--- config.mk ---
export PLATFORM = sky130hd
export DESIGN_NAME = multicycle_ctrl
export DESIGN_NICKNAME = d
export VERILOG_FILES = /design/src/rtl/multicycle_ctrl_pkg.sv /design/src/rtl/multicycle_ctrl_instret_counter.sv /design/src/rtl/multicycle_ctrl.sv
export SDC_FILE = /design/constraint.sdc
export NUM_CORES = 1
export LEC_CHECK = 0
export ABC_AREA = 0
export CORE_ASPECT_RATIO = 0.75
export CORE_UTILIZATION = 25
export CTS_BUF_LIST = sky130_fd_sc_hd__clkbuf_8
export DETAILED_ROUTE_END_ITERATION = 8
export GPL_ROUTABILITY_DRIVEN = 0
export MAX_ROUTING_LAYER = met4
export PLACE_DENSITY = 0.5
export RECOVER_POWER = 25
export SETUP_SLACK_MARGIN = 0.05
export SLEW_MARGIN = 10
export SYNTH_ARGS = -nofsm -noshare
export SYNTH_HDL_FRONTEND = slang
export SYNTH_SLANG_ARGS = --single-unit
--- constraint.sdc ---
create_clock -name clk_i -period 3.3 [get_ports clk_i]
set_clock_uncertainty 0.2 [all_clocks]
set_input_delay 0.66 -clock clk_i [delete_from_list [all_inputs] [get_ports clk_i]]
set_output_delay 0.66 -clock clk_i [all_outputs]
set_load 0.1 [all_outputs]
--- src/rtl/multicycle_ctrl_pkg.sv ---
// Shared definitions for the multicycle RV32I control path: instruction layout,
// opcode/funct3 constants and the controller's state and mux-select encodings.
package multicycle_ctrl_pkg;

  typedef struct packed {
    logic [6:0] funct7;
    logic [4:0] rs2;
    logic [4:0] rs1;
    logic [2:0] funct3;
    logic [4:0] rd;
    logic [6:0] opcode;
  } instruction_t;

  localparam logic [6:0] OPC_LUI      = 7'b0110111;
  localparam logic [6:0] OPC_AUIPC    = 7'b0010111;
  localparam logic [6:0] OPC_JAL      = 7'b1101111;
  localparam logic [6:0] OPC_JALR     = 7'b1100111;
  localparam logic [6:0] OPC_BRANCH   = 7'b1100011;
  localparam logic [6:0] OPC_LOAD     = 7'b0000011;
  localparam logic [6:0] OPC_STORE    = 7'b0100011;
  localparam logic [6:0] OPC_OP_IMM   = 7'b0010011;
  localparam logic [6:0] OPC_OP       = 7'b0110011;
  localparam logic [6:0] OPC_MISC_MEM = 7'b0001111;
  localparam logic [6:0] OPC_SYSTEM   = 7'b1110011;

  localparam logic [2:0] F3_PRIV   = 3'b000;
  localparam logic [2:0] F3_CSRRS  = 3'b010;
  localparam logic [2:0] F3_CSRRC  = 3'b011;
  localparam logic [2:0] F3_CSRRSI = 3'b110;
  localparam logic [2:0] F3_CSRRCI = 3'b111;

  typedef enum logic [2:0] {
    ST_FETCH   = 3'd0,
    ST_DECODE  = 3'd1,
    ST_EXECUTE = 3'd2,
    ST_MEM     = 3'd3,
    ST_WB      = 3'd4,
`ifdef TINY5_CSR_EN
    ST_TRAP    = 3'd5,
    ST_CSR     = 3'd6
`else
    ST_TRAP    = 3'd5
`endif
  } ctrl_state_t;

  typedef enum logic [1:0] {
    PC_PLUS4 = 2'd0,
    PC_IMM   = 2'd1,
    PC_JALR  = 2'd2
  } pc_sel_t;

  typedef enum logic [1:0] {
    WB_ALU  = 2'd0,
    WB_LOAD = 2'd1,
    WB_PC4  = 2'd2,
    WB_CSR  = 2'd3
  } wb_sel_t;

  // Opcodes that take the ordinary EXECUTE path; SYSTEM is handled separately.
  function automatic logic is_exec_opcode(input logic [6:0] opc);
    case (opc)
      OPC_LUI, OPC_AUIPC, OPC_JAL, OPC_JALR, OPC_BRANCH, OPC_LOAD,
      OPC_STORE, OPC_OP_IMM, OPC_OP, OPC_MISC_MEM: is_exec_opcode = 1'b1;
      default:                                     is_exec_opcode = 1'b0;
    endcase
  endfunction

endpackage

--- src/rtl/multicycle_ctrl_instret_counter.sv ---
// Retired-instruction counter: wraps modulo 2^WIDTH, asynchronous active-low reset.
module instret_counter #(
  parameter int unsigned WIDTH = 64
) (
  input  logic             clk_i,
  input  logic             reset_ni,
  input  logic             en_i,
  output logic [WIDTH-1:0] count_o
);

  logic [WIDTH-1:0] count_q, count_d;

  always_comb begin
    count_d = count_q;
    if (en_i) count_d = count_q + WIDTH'(1);
  end

  always_ff @(posedge clk_i or negedge reset_ni) begin
    if (!reset_ni) count_q <= '0;
    else           count_q <= count_d;
  end

  assign count_o = count_q;

endmodule

--- src/rtl/multicycle_ctrl.sv ---
// Control FSM for the multicycle RV32I core (fetch/decode/execute/mem/writeback).
// Optional CSR support is enabled by defining TINY5_CSR_EN.
module multicycle_ctrl
  import multicycle_ctrl_pkg::*;
#(
  parameter int unsigned INSTRET_W = 64
) (
  input  logic                 clk_i,
  input  logic                 reset_ni,
  input  logic [31:0]          ir_i,
  input  logic                 mem_ack_i,
  input  logic                 branch_taken_i,
  output logic                 mem_req_o,
  output logic                 mem_we_o,
  output logic                 mem_addr_sel_o,
  output logic                 ir_we_o,
  output logic                 pc_we_o,
  output logic [1:0]           pc_sel_o,
  output logic                 alu_a_sel_o,
  output logic                 alu_b_sel_o,
  output logic                 rf_we_o,
  output logic [1:0]           wb_sel_o,
  output logic                 csr_we_o,
  output logic                 trap_o,
  output logic [2:0]           state_o,
  output logic [INSTRET_W-1:0] instret_o
);

  instruction_t ir;
  ctrl_state_t  state_q;
  logic         isLoad, isStore, isBranch, isFence, isJal, isJalr, isAuipc, isOp;
  logic         unused_ir_bits;

  assign ir       = instruction_t'(ir_i);
  assign isLoad   = (ir.opcode == OPC_LOAD);
  assign isStore  = (ir.opcode == OPC_STORE);
  assign isBranch = (ir.opcode == OPC_BRANCH);
  assign isFence  = (ir.opcode == OPC_MISC_MEM);
  assign isJal    = (ir.opcode == OPC_JAL);
  assign isJalr   = (ir.opcode == OPC_JALR);
  assign isAuipc  = (ir.opcode == OPC_AUIPC);
  assign isOp     = (ir.opcode == OPC_OP);
  assign unused_ir_bits = ^ir_i;

  always_ff @(posedge clk_i or negedge reset_ni) begin
    if (!reset_ni) begin
      state_q <= ST_FETCH;
    end else begin
      case (state_q)
        ST_FETCH: if (mem_ack_i) state_q <= ST_DECODE;
        ST_DECODE: begin
          if (ir.opcode == OPC_SYSTEM) begin
`ifdef TINY5_CSR_EN
            state_q <= (ir.funct3 == F3_PRIV) ? ST_TRAP : ST_CSR;
`else
            state_q <= ST_TRAP;
`endif
          end else if (is_exec_opcode(ir.opcode)) begin
            state_q <= ST_EXECUTE;
          end else begin
            state_q <= ST_TRAP;
          end
        end
        ST_EXECUTE: begin
          if (isBranch || isFence)    state_q <= ST_FETCH;
          else if (isLoad || isStore) state_q <= ST_MEM;
          else                        state_q <= ST_WB;
        end
        ST_MEM: if (mem_ack_i) state_q <= isStore ? ST_FETCH : ST_WB;
        ST_WB:   state_q <= ST_FETCH;
`ifdef TINY5_CSR_EN
        ST_CSR:  state_q <= ST_FETCH;
`endif
        ST_TRAP: state_q <= ST_TRAP;
        default: state_q <= ST_TRAP;
      endcase
    end
  end

  // Gating on reset_ni makes the memory request drop the moment reset asserts.
  always_comb begin
    mem_req_o      = 1'b0;
    mem_we_o       = 1'b0;
    mem_addr_sel_o = 1'b0;
    ir_we_o        = 1'b0;
    pc_we_o        = 1'b0;
    pc_sel_o       = PC_PLUS4;
    alu_a_sel_o    = 1'b0;
    alu_b_sel_o    = 1'b0;
    rf_we_o        = 1'b0;
    wb_sel_o       = WB_ALU;
    csr_we_o       = 1'b0;
    trap_o         = 1'b0;
    if (reset_ni) begin
      case (state_q)
        ST_FETCH: begin
          mem_req_o = 1'b1;
          ir_we_o   = mem_ack_i;
        end
        ST_EXECUTE: begin
          alu_a_sel_o = isAuipc | isJal;
          alu_b_sel_o = !(isOp | isBranch);
          if (isBranch) begin
            pc_we_o  = 1'b1;
            pc_sel_o = branch_taken_i ? PC_IMM : PC_PLUS4;
          end else if (isFence) begin
            pc_we_o  = 1'b1;
          end
        end
        ST_MEM: begin
          mem_req_o      = 1'b1;
          mem_addr_sel_o = 1'b1;
          mem_we_o       = isStore;
          pc_we_o        = isStore & mem_ack_i;
        end
        ST_WB: begin
          rf_we_o  = 1'b1;
          pc_we_o  = 1'b1;
          wb_sel_o = isLoad ? WB_LOAD : ((isJal | isJalr) ? WB_PC4 : WB_ALU);
          pc_sel_o = isJal ? PC_IMM : (isJalr ? PC_JALR : PC_PLUS4);
        end
`ifdef TINY5_CSR_EN
        ST_CSR: begin
          // Set/clear forms with a zero source must not write the CSR.
          csr_we_o = !(((ir.funct3 == F3_CSRRS) || (ir.funct3 == F3_CSRRC) ||
                        (ir.funct3 == F3_CSRRSI) || (ir.funct3 == F3_CSRRCI)) &&
                       (ir.rs1 == 5'd0));
          rf_we_o  = 1'b1;
          wb_sel_o = WB_CSR;
          pc_we_o  = 1'b1;
        end
`endif
        ST_TRAP: trap_o = 1'b1;
        default: ;
      endcase
    end
  end

  assign state_o = state_q;

  instret_counter #(.WIDTH(INSTRET_W)) u_instret (
    .clk_i    (clk_i),
    .reset_ni (reset_ni),
    .en_i     (pc_we_o),
    .count_o  (instret_o)
  );

endmodule
Word level (Yosys, flattened, before mapping)
Cells that the tools add are included.
{"block": "totals", "output_inout_bits": 81, "wordCells": 73, "ff_bits": 67}
{"block": "classes", "bitwise_logic": 4, "n_addsub": 1, "mux": 41, "eq_ne": 18, "reduce_logical": 7}
{"operator": "$add A64 B1 Y64 const B", "n": 1}
{"operator": "$eq A7 B7 Y1 const B", "n": 4}
{"operator": "$mux W1", "n": 24}
{"operator": "$eq A7 B6 Y1 const B", "n": 3}
{"operator": "$mux W3", "n": 7}
{"operator": "$pmux W3 S5", "n": 1}
{"operator": "$eq A7 B5 Y1 const B", "n": 2}
{"operator": "$mux W2", "n": 7}
{"operator": "$reduce_or A10 Y1", "n": 1}
{"operator": "$eq A7 B2 Y1 const B", "n": 1}
{"operator": "$eq A7 B4 Y1 const B", "n": 1}
{"operator": "$eq A3 B2 Y1 const B", "n": 2}
{"operator": "$eq A3 B3 Y1 const B", "n": 2}
{"operator": "$ne A2 B2 Y1 const B", "n": 2}
{"operator": "$pmux W2 S2", "n": 1}
{"operator": "$eq A3 B1 Y1 const B", "n": 1}
{"operator": "$logic_not A3 Y1", "n": 1}
{"operator": "$or A1 B1 Y1", "n": 3}
{"operator": "$pmux W1 S3", "n": 1}
{"operator": "$logic_or A1 B1 Y1", "n": 2}
{"operator": "$reduce_and A2 Y1", "n": 1}
{"operator": "$reduce_or A2 Y1", "n": 1}
{"operator": "$and A1 B1 Y1", "n": 1}
{"operator": "$logic_not A1 Y1", "n": 1}

Logic depth before layout (Yosys ltp)
Gate-level depths: netlist of run 1.
{"block": "depth", "word_depth": 8, "depth_mapped": 8, "depth_no_buf": 6}

Modules after synthesis
A second synthesis of run 1 with hierarchy kept.
{"block": "hier_totals", "cells_unflattened": 358, "area_unflattened_um2": 3589.7}
{"mod": "instret_counter", "area_each_um2": 3098.0, "seq_area_each_um2": 1601.5, "n_inst": 1, "cells_each": 285}
{"mod": "multicycle_ctrl", "area_each_um2": 491.7, "seq_area_each_um2": 75.1, "n_inst": 1, "cells_each": 73}

Worst setup path after synthesis of run 1
Ideal clock, no wire load.
{"block": "synth_path", "kind": "input port to output port", "from": "in ir_i[3]", "to": "out alu_a_sel_o", "path_buffers": 1, "stages": 3, "t_required_ns": 2.440, "setup_slack_ns": -3.707, "arrival_ns": 6.147, "path_cell_list": "buf_2 or4b_2 a2111oi_0"}
{"block": "synth_between", "elab_chain_cells": 4, "word_cells_on_any_way": 5, "cone_classes": "2 x eq/ne; 2 x mux; 1 x bitwise"}
{"item": "start, declared", "line": "multicycle_ctrl.sv:10", "text": "input logic [31:0] ir_i,"}
{"item": "$eq A7 B5 Y1 or $eq A7 B7 Y1 (tied branches)", "line": "multicycle_ctrl.sv:41, multicycle_ctrl.sv:39"}
{"item": "$or A1 B1 Y1 (*)", "line": "multicycle_ctrl.sv:101", "text": "alu_a_sel_o = isAuipc | isJal;"}
{"item": "$mux W1 (*)", "line": "multicycle_ctrl.sv:95", "text": "case (state_q)"}
{"item": "$mux W1 (*)", "line": "multicycle_ctrl.sv:94", "text": "if (reset_ni) begin"}
{"item": "end, declared", "line": "multicycle_ctrl.sv:19", "text": "output logic alu_a_sel_o,"}
Mark *: on every way between the ends. The rest lies on a longest branch, timed or not.

Final worst setup path of run 1
{"block": "layout_path", "from": "in ir_i[6]", "to": "out pc_we_o"}
{"block": "layout_between", "elab_chain_cells": 5, "word_cells_on_any_way": 8, "cone_classes": "3 x eq/ne; 4 x mux; 1 x bitwise"}
{"item": "$eq A7 B4 Y1", "line": "multicycle_ctrl.sv:38", "text": "assign isFence = (ir.opcode == OPC_MISC_MEM);"}
{"item": "$mux W1", "line": "multicycle_ctrl.sv:106", "text": "end else if (isFence) begin"}
{"item": "$mux W1", "line": "multicycle_ctrl.sv:103", "text": "if (isBranch) begin"}
{"item": "$pmux W1 S3 (*)", "line": "multicycle_ctrl.sv:95"}
{"item": "$mux W1 (*)", "line": "multicycle_ctrl.sv:94"}
{"item": "end, declared", "line": "multicycle_ctrl.sv:17", "text": "output logic pc_we_o,"}
Marks and branches as above.

==> results.py, run 1 <==
metrics = {
    "clock_network": {
        "cts-root-buf": "clkbuf_8",
        "numCtsBuffers": 9,
        "cts_tree": "yes",
        "path_clk_slew_ns": 0.07,
        "htreeDepth": 3,
        "clock-sinks": 67,
        "postCtsSetupRepairBufs": 0,
        "clkLatencyLatePin_ns": 0.35,
        "clk_path_buf_depth": 2,
    },
    "detailed_routing": {
        "drt_iter0_markers": 203,
        "first_pass_iters": 4,
        "wl_per_cell_um": 15.74,
        "vias": 3234,
        "postRouteAntennaNets": 0,
        "routed_wl_um": 10770,
        "vias_per_cell": 4.728,
        "drc": 0,
    },
    "worst_setup_path": {
        "criticalPathCategory": "in -> out",
        "slowest_delay_ns": 0.52,
        "ff2ff_path_depth": 7,
        "startpoint_type": "primary input",
        "crit_path_start": "ir_i[6]",
        "cp_num_buf_inv": 4,
        "critical_path_arrival_ns": 2.29,
        "r2r_end": "u_instret.count_o[7]",
        "path_delay_family": "buffers and inverters",
        "slowest_stage": "clkdlybuf4s50_1",
        "r2r_start": "state_o[1]",
        "end_kind": "output pin",
        "path_cells": "clkdlybuf4s50_1, buf_4, nor2_1, and4_4, a211oi_4, clkinvlp_4, buf_12",
        "critPathCapture": "pc_we_o",
        "r2r_slack_ns": 0.80,
        "cp.depth": 7,
        "required_ns": 2.44,
        "cp_max_fo": 10,
    },
    "grt": {
        "antenna_found_initial": 0,
        "grt_pass1_vias": 3146,
        "grt.overflow.total": 0,
        "grtUsageTotal_pct": 14.47,
        "grt_first_pass_wirelength_um": 17570,
        "grt_start_max_net_pins": 65,
    },
    "cells_and_area": {
        "fin_nets": 511,
        "n_antenna_cell": 0,
        "n_fill_cell": 1523,
        "final_common_cell": "buf_4",
        "regArea_um2": 1685,
        "area_growth_pct": 37.68,
        "multi_input_area_um2": 2188,
        "drive_gt1_share_pct": 35.91,
        "final_cell_mix": "buf_4, dfrtp_1, xor2_1",
    },
    "status": {
        "status": "finished with violations",
        "violations": "capacitance limit, slew limit",
    },
    "timing": {
        "rsz0062_at_grt": "false",
        "setup_viol": 0,
        "timing.final.hold_violations": 0,
        "tightest_slew_ns": 1.655,
        "layout_setup_ws_ns": 0.1514,
        "fmax_mhz": 317.6,
        "finalCritPeriodShare_pct": 95.41,
        "slew_headroom_pct": -10.32,
        "hold_ws_ns": 0.2746,
        "period_minus_slack_ns": 3.149,
        "slew_violations": 65,
    },
    "synth": {
        "syn-mean-instance-area_um2": 10.43,
        "ys_warn_count": 0,
        "ys_ff_latch": 67,
        "synthCells": 375,
        "syn_nets": 412,
        "ys_seq_area_share_pct": 42.87,
        "syn-cell-area_um2": 3911,
        "yosysUniqueCellTypes": 54,
    },
    "pwr": {
        "p_leak_nw": 2.175,
        "power_density_nw_per_um2": 466.4,
        "ir_drop_uv": 185.5,
    },
    "place": {
        "numPortBuffers": 90,
        "dp_slack_ns": -0.003523,
        "post-dp-hpwl_um": 7930,
    },
    "job": {
        "max_cap_viol_count": 1,
    },
    "floorplan": {
        "die_y_um": 110.3,
        "core_area_um2": 15270,
        "rows": 39,
        "die_x_um": 146.4,
        "ios": 117,
        "initial_core_util_pct": 25.61,
        "die_area_um2": 16150,
    },
    "min_path": {
        "hold_path_class": "reg -> reg",
    },
}
-- routing by layer --
layer / track usage [%] / part of all wire [%] / vias up
met3: 3.827 / 5.1 / 10
met4: 3.795 / 0.90 / 0
met5: - / 0 / -
met1: 21.04 / 52 / 1600
met2: 19.39 / 42 / 80
li1: - / - / 1544
-- state kept, by name, summed over array words and instances, names as in the netlist --
signal / cells
u_instret.count_o: 64
state_o: 3
-- report_power, final --
group | switching (W) | internal, W
logic | 0.000618 | 0.000179
clock network | 0.000333 | 0.000409
registers | 0.0000949 | 0.000878
total | 0.00105 | 0.00147
-- worst register-to-register path: cells and delay by family, from the launching register on --
family | cells | cell delay, ns
AND/OR/NAND/NOR | 3 | 1.07
XOR/XNOR | 1 | 0.18
buffers and inverters | 2 | 0.34
AO/OA/AOI/OAI | 1 | 0.10
flip-flops | 1 | 0.54
-- layout make-up --
type                            instances  share of cell area (%)
Clock inverter                          4                  0.8829
Multi-Input combinational cell        281                   40.64
Sequential cell                        67                   31.30
Inverter                                9                  0.6970
Timing Repair Buffer                  106                   18.66
Clock buffer                           12                   3.067
Tap cell                              205                   4.763
-- worst min path at each step --
stage,startpoint,endpoint,slack [ns],cells past startpoint
2_1_floorplan,reset_ni,state_o[2],0.16,0
4_1_cts,u_instret.count_o[63],u_instret.count_o[63],0.27,1
5_1_grt,u_instret.count_o[63],u_instret.count_o[63],0.29,1
6_report,u_instret.count_o[63],u_instret.count_o[63],0.27,1
3_3_place_gp,u_instret.count_o[63],u_instret.count_o[63],0.27,1
3_5_place_dp,u_instret.count_o[63],u_instret.count_o[63],0.26,1
-- Yosys cell counts (all sizes together) --
master | instances | area [µm²]
a31oi | 4 | 25.02
and4b | 1 | 10.01
a211oi | 2 | 20.02
o31ai | 1 | 7.510
nand2 | 38 | 145.1
mux2 | 1 | 11.26
nor3 | 29 | 150.1
o211a | 1 | 10.01
buf | 16 | 110.1
inv | 8 | 30.03
o21ai | 1 | 5.000
nor4b | 3 | 32.53
xor2 | 58 | 508.0
ha | 1 | 12.51
or2 | 1 | 6.260
and3 | 3 | 18.77
nor4 | 37 | 447.9
nand4 | 22 | 177.7
nand3 | 17 | 97.60
clkbuf | 2 | 7.510
and4bb | 3 | 37.53
nand4b | 1 | 8.760
or3 | 2 | 17.52
o31a | 1 | 8.760
a2111oi | 2 | 17.52
dfrtp | 67 | 1677
nand2b | 5 | 31.28
conb | 1 | 3.750
or4b | 1 | 10.01
xnor2 | 7 | 61.31
and4 | 3 | 28.78
nor2 | 23 | 88.84
and3b | 1 | 8.760
a21o | 1 | 7.510
nor4bb | 1 | 10.01
a21oi | 3 | 15.01
nor3b | 4 | 30.03
nor2b | 2 | 12.51
clkinv | 1 | 3.750
-- per-stage QoR --
stage | instance area [µm²] | instances | TNS [ns] | util (%) | power (W)
after floorplan | 4028 | 375 | -1.377 | - | 0.001581
after global placement | 5159 | 667 | 0 | 33.78 | 0.001785
after detailed placement | 5159 | 667 | -0.003523 | 33.78 | 0.001791
after CTS | 5385 | 684 | 0 | 35.26 | 0.002542
after global routing | 5385 | 684 | 0 | 35.26 | 0.002618
final | 5385 | 684 | 0 | 35.26 | 0.002512
-- timing repair --
item,in CTS,in global routing
hold buffers,1,0
cloned,0,0
pin swaps,2,2
setup endpoints to repair,2,3
hold endpoints to repair,3,0
resized for setup,1,2
-- logic make-up after synthesis --
| group | share of synthesized area [%] |
|---|---|
| compound gates | 2.975 |
| xor+xnor | 14.56 |
| fa+ha+maj | 0.3198 |
| buf+inv | 3.871 |
| flops | 42.87 |
| mux | 0.2879 |
| other cells | 0.09588 |
| simple gates | 35.03 |
(Power assumes the default switching activity.)
==> inputs of run 2 (changes only) <==
--- a/config.mk
+++ b/config.mk
@@ -9,3 +9,3 @@
 export CORE_ASPECT_RATIO = 0.75
-export CORE_UTILIZATION = 25
+export CORE_UTILIZATION = 53
 export CTS_BUF_LIST = sky130_fd_sc_hd__clkbuf_8
@@ -14,6 +14,6 @@
 export MAX_ROUTING_LAYER = met4
-export PLACE_DENSITY = 0.5
+export PLACE_DENSITY = 0.91
 export RECOVER_POWER = 25
 export SETUP_SLACK_MARGIN = 0.05
-export SLEW_MARGIN = 10
+export SLEW_MARGIN = 40
 export SYNTH_ARGS = -nofsm -noshare
--- a/constraint.sdc
+++ b/constraint.sdc
@@ -4,2 +4,2 @@
 set_output_delay 0.66 -clock clk_i [all_outputs]
-set_load 0.1 [all_outputs]
+set_load 0.05 [all_outputs]
==> results.py, run 2 (synthesis gave the netlist of run 1 again) <==
metrics = {
    "floorplan": {
        "die_area_um2": 7731,
        "die_y_um": 76.40,
        "initial_core_util_pct": 56.18,
        "rows": 26,
        "core_area_um2": 6962,
        "die_x_um": 101.2,
        "ios": 117,
    },
    "timing": {
        "timing.final.hold_violations": 0,
        "slew_violations": 30,
        "slew_headroom_pct": -2.589,
        "rsz0062_at_grt": "true",
        "hold_ws_ns": 0.2780,
        "finalCritPeriodShare_pct": 98.70,
        "tightest_slew_ns": 1.539,
        "setup_viol": 0,
        "period_minus_slack_ns": 3.257,
        "fmax_mhz": 307.0,
        "layout_setup_ws_ns": 0.04285,
    },
    "grt": {
        "grt.overflow.total": 0,
        "grtUsageTotal_pct": 27.13,
        "grt_pass1_vias": 3143,
        "grt_first_pass_wirelength_um": 15790,
        "antenna_found_initial": 0,
        "grt_start_max_net_pins": 40,
    },
    "place": {
        "dp_slack_ns": 0.002736,
        "numPortBuffers": 90,
        "place_area_um2": 5080,
        "post-dp-hpwl_um": 6793,
        "placedCellCount": 557,
    },
    "cells_and_area": {
        "drive_gt1_share_pct": 19.33,
        "final_common_cell": "clkdlybuf4s50_1",
        "largest_reg_flops": 64,
        "fin_nets": 508,
        "final_cell_mix": "clkdlybuf4s50_1, dfrtp_1, xor2_1",
        "finalNonFillerCells": 574,
        "final_area_um2": 5280,
        "area_growth_pct": 35.00,
        "n_antenna_cell": 0,
    },
    "detailed_routing": {
        "first_pass_iters": 4,
        "routed_wl_um": 9482,
        "vias_per_cell": 5.697,
        "drt_iter0_markers": 169,
        "postRouteAntennaNets": 0,
        "vias": 3270,
        "drc": 0,
        "wl_per_cell_um": 16.52,
    },
    "worst_setup_path": {
        "ff2ff_path_depth": 8,
        "r2r_slack_ns": 0.64,
        "end_kind": "output pin",
        "required_ns": 2.44,
        "startpoint_type": "primary input",
        "critical_path_arrival_ns": 2.40,
        "cp_max_fo": 2,
        "criticalPathCategory": "in -> out",
        "r2r_end": "u_instret.count_o[54]",
        "r2r_start": "state_o[0]",
    },
    "pwr": {
        "finalPower_w": 0.002178,
        "power_density_nw_per_um2": 412.4,
        "p_leak_nw": 2.059,
        "ir_drop_uv": 289.8,
    },
    "clock_network": {
        "cts_tree": "yes",
        "path_clk_slew_ns": 0.07,
        "clock-sinks": 67,
        "clkLatencyLatePin_ns": 0.34,
        "ctsHoldBuffers": 0,
        "htreeDepth": 3,
        "numCtsBuffers": 9,
        "cts-root-buf": "clkbuf_8",
        "clk_path_buf_depth": 2,
    },
    "job": {
        "max_cap_viol_count": 1,
    },
    "min_path": {
        "min_from": "u_instret.count_o[63]",
        "hold_path_class": "reg -> reg",
        "hold_end": "u_instret.count_o[63]",
        "hold_depth": 1,
    },
    "status": {
        "status": "finished with violations",
        "violations": "capacitance limit, slew limit",
    },
}
[run 2: timing repair]
action,4_1_cts,5_1_grt
gates cloned,0,0
pin swaps,0,1
buffers inserted,0,1
gates resized for setup,1,0
setup endpoints to repair,1,2
[run 2: final cells by class]
| class | instances | area (µm²) |
|---|---|---|
| well taps | 98 | 122.6 |
| clock inverters | 7 | 61.31 |
| multi-input cells | 281 | 2137 |
| fillers | 471 | 1682 |
| repair buffers | 103 | 1119 |
| inverters | 9 | 37.54 |
| clock buffers | 9 | 123.9 |
| flip-flops and latches | 67 | 1679 |
[run 2: stage by stage]
| step | utilization, % | TNS (ns) |
|---|---|---|
| global placement | 72.97 | 0 |
| detailed placement | 72.97 | 0 |
| finish | 75.84 | 0 |
| floorplan | - | -0.1275 |
| global route | 75.84 | 0 |
| CTS | 75.81 | 0 |
[run 2: critical path: stages]
cell and delay [ns]:
clkdlybuf4s50_1 0.51, or4b_2 0.67, a2111oi_4 0.37, buf_12 0.18
[run 2: power breakdown]
group          switching [W]  internal, W
clock network       0.000307     0.000341
registers          0.0000911     0.000877
logic               0.000372     0.000189
[run 2: worst max path at each step]
stage / start / slack [ns] / depth (start not counted) / end
CTS: ir_i[3] / 0.05 / 4 / alu_a_sel_o
global route: ir_i[3] / 0.004 / 7 / pc_we_o
finish: ir_i[4] / 0.04 / 4 / alu_a_sel_o
detailed placement: ir_i[3] / 0.003 / 4 / alu_a_sel_o
global placement: ir_i[5] / 0.04 / 4 / alu_a_sel_o
floorplan: ir_i[5] / -0.13 / 3 / alu_a_sel_o
[run 2: metal layers]
layer,track usage [%],vias up,share of wire [%]
met4,7.101,0,1.1
met1,38.52,1592,46
met2,38.84,121,47
met3,6.697,12,5.9
met5,-,-,0
li1,-,1545,-
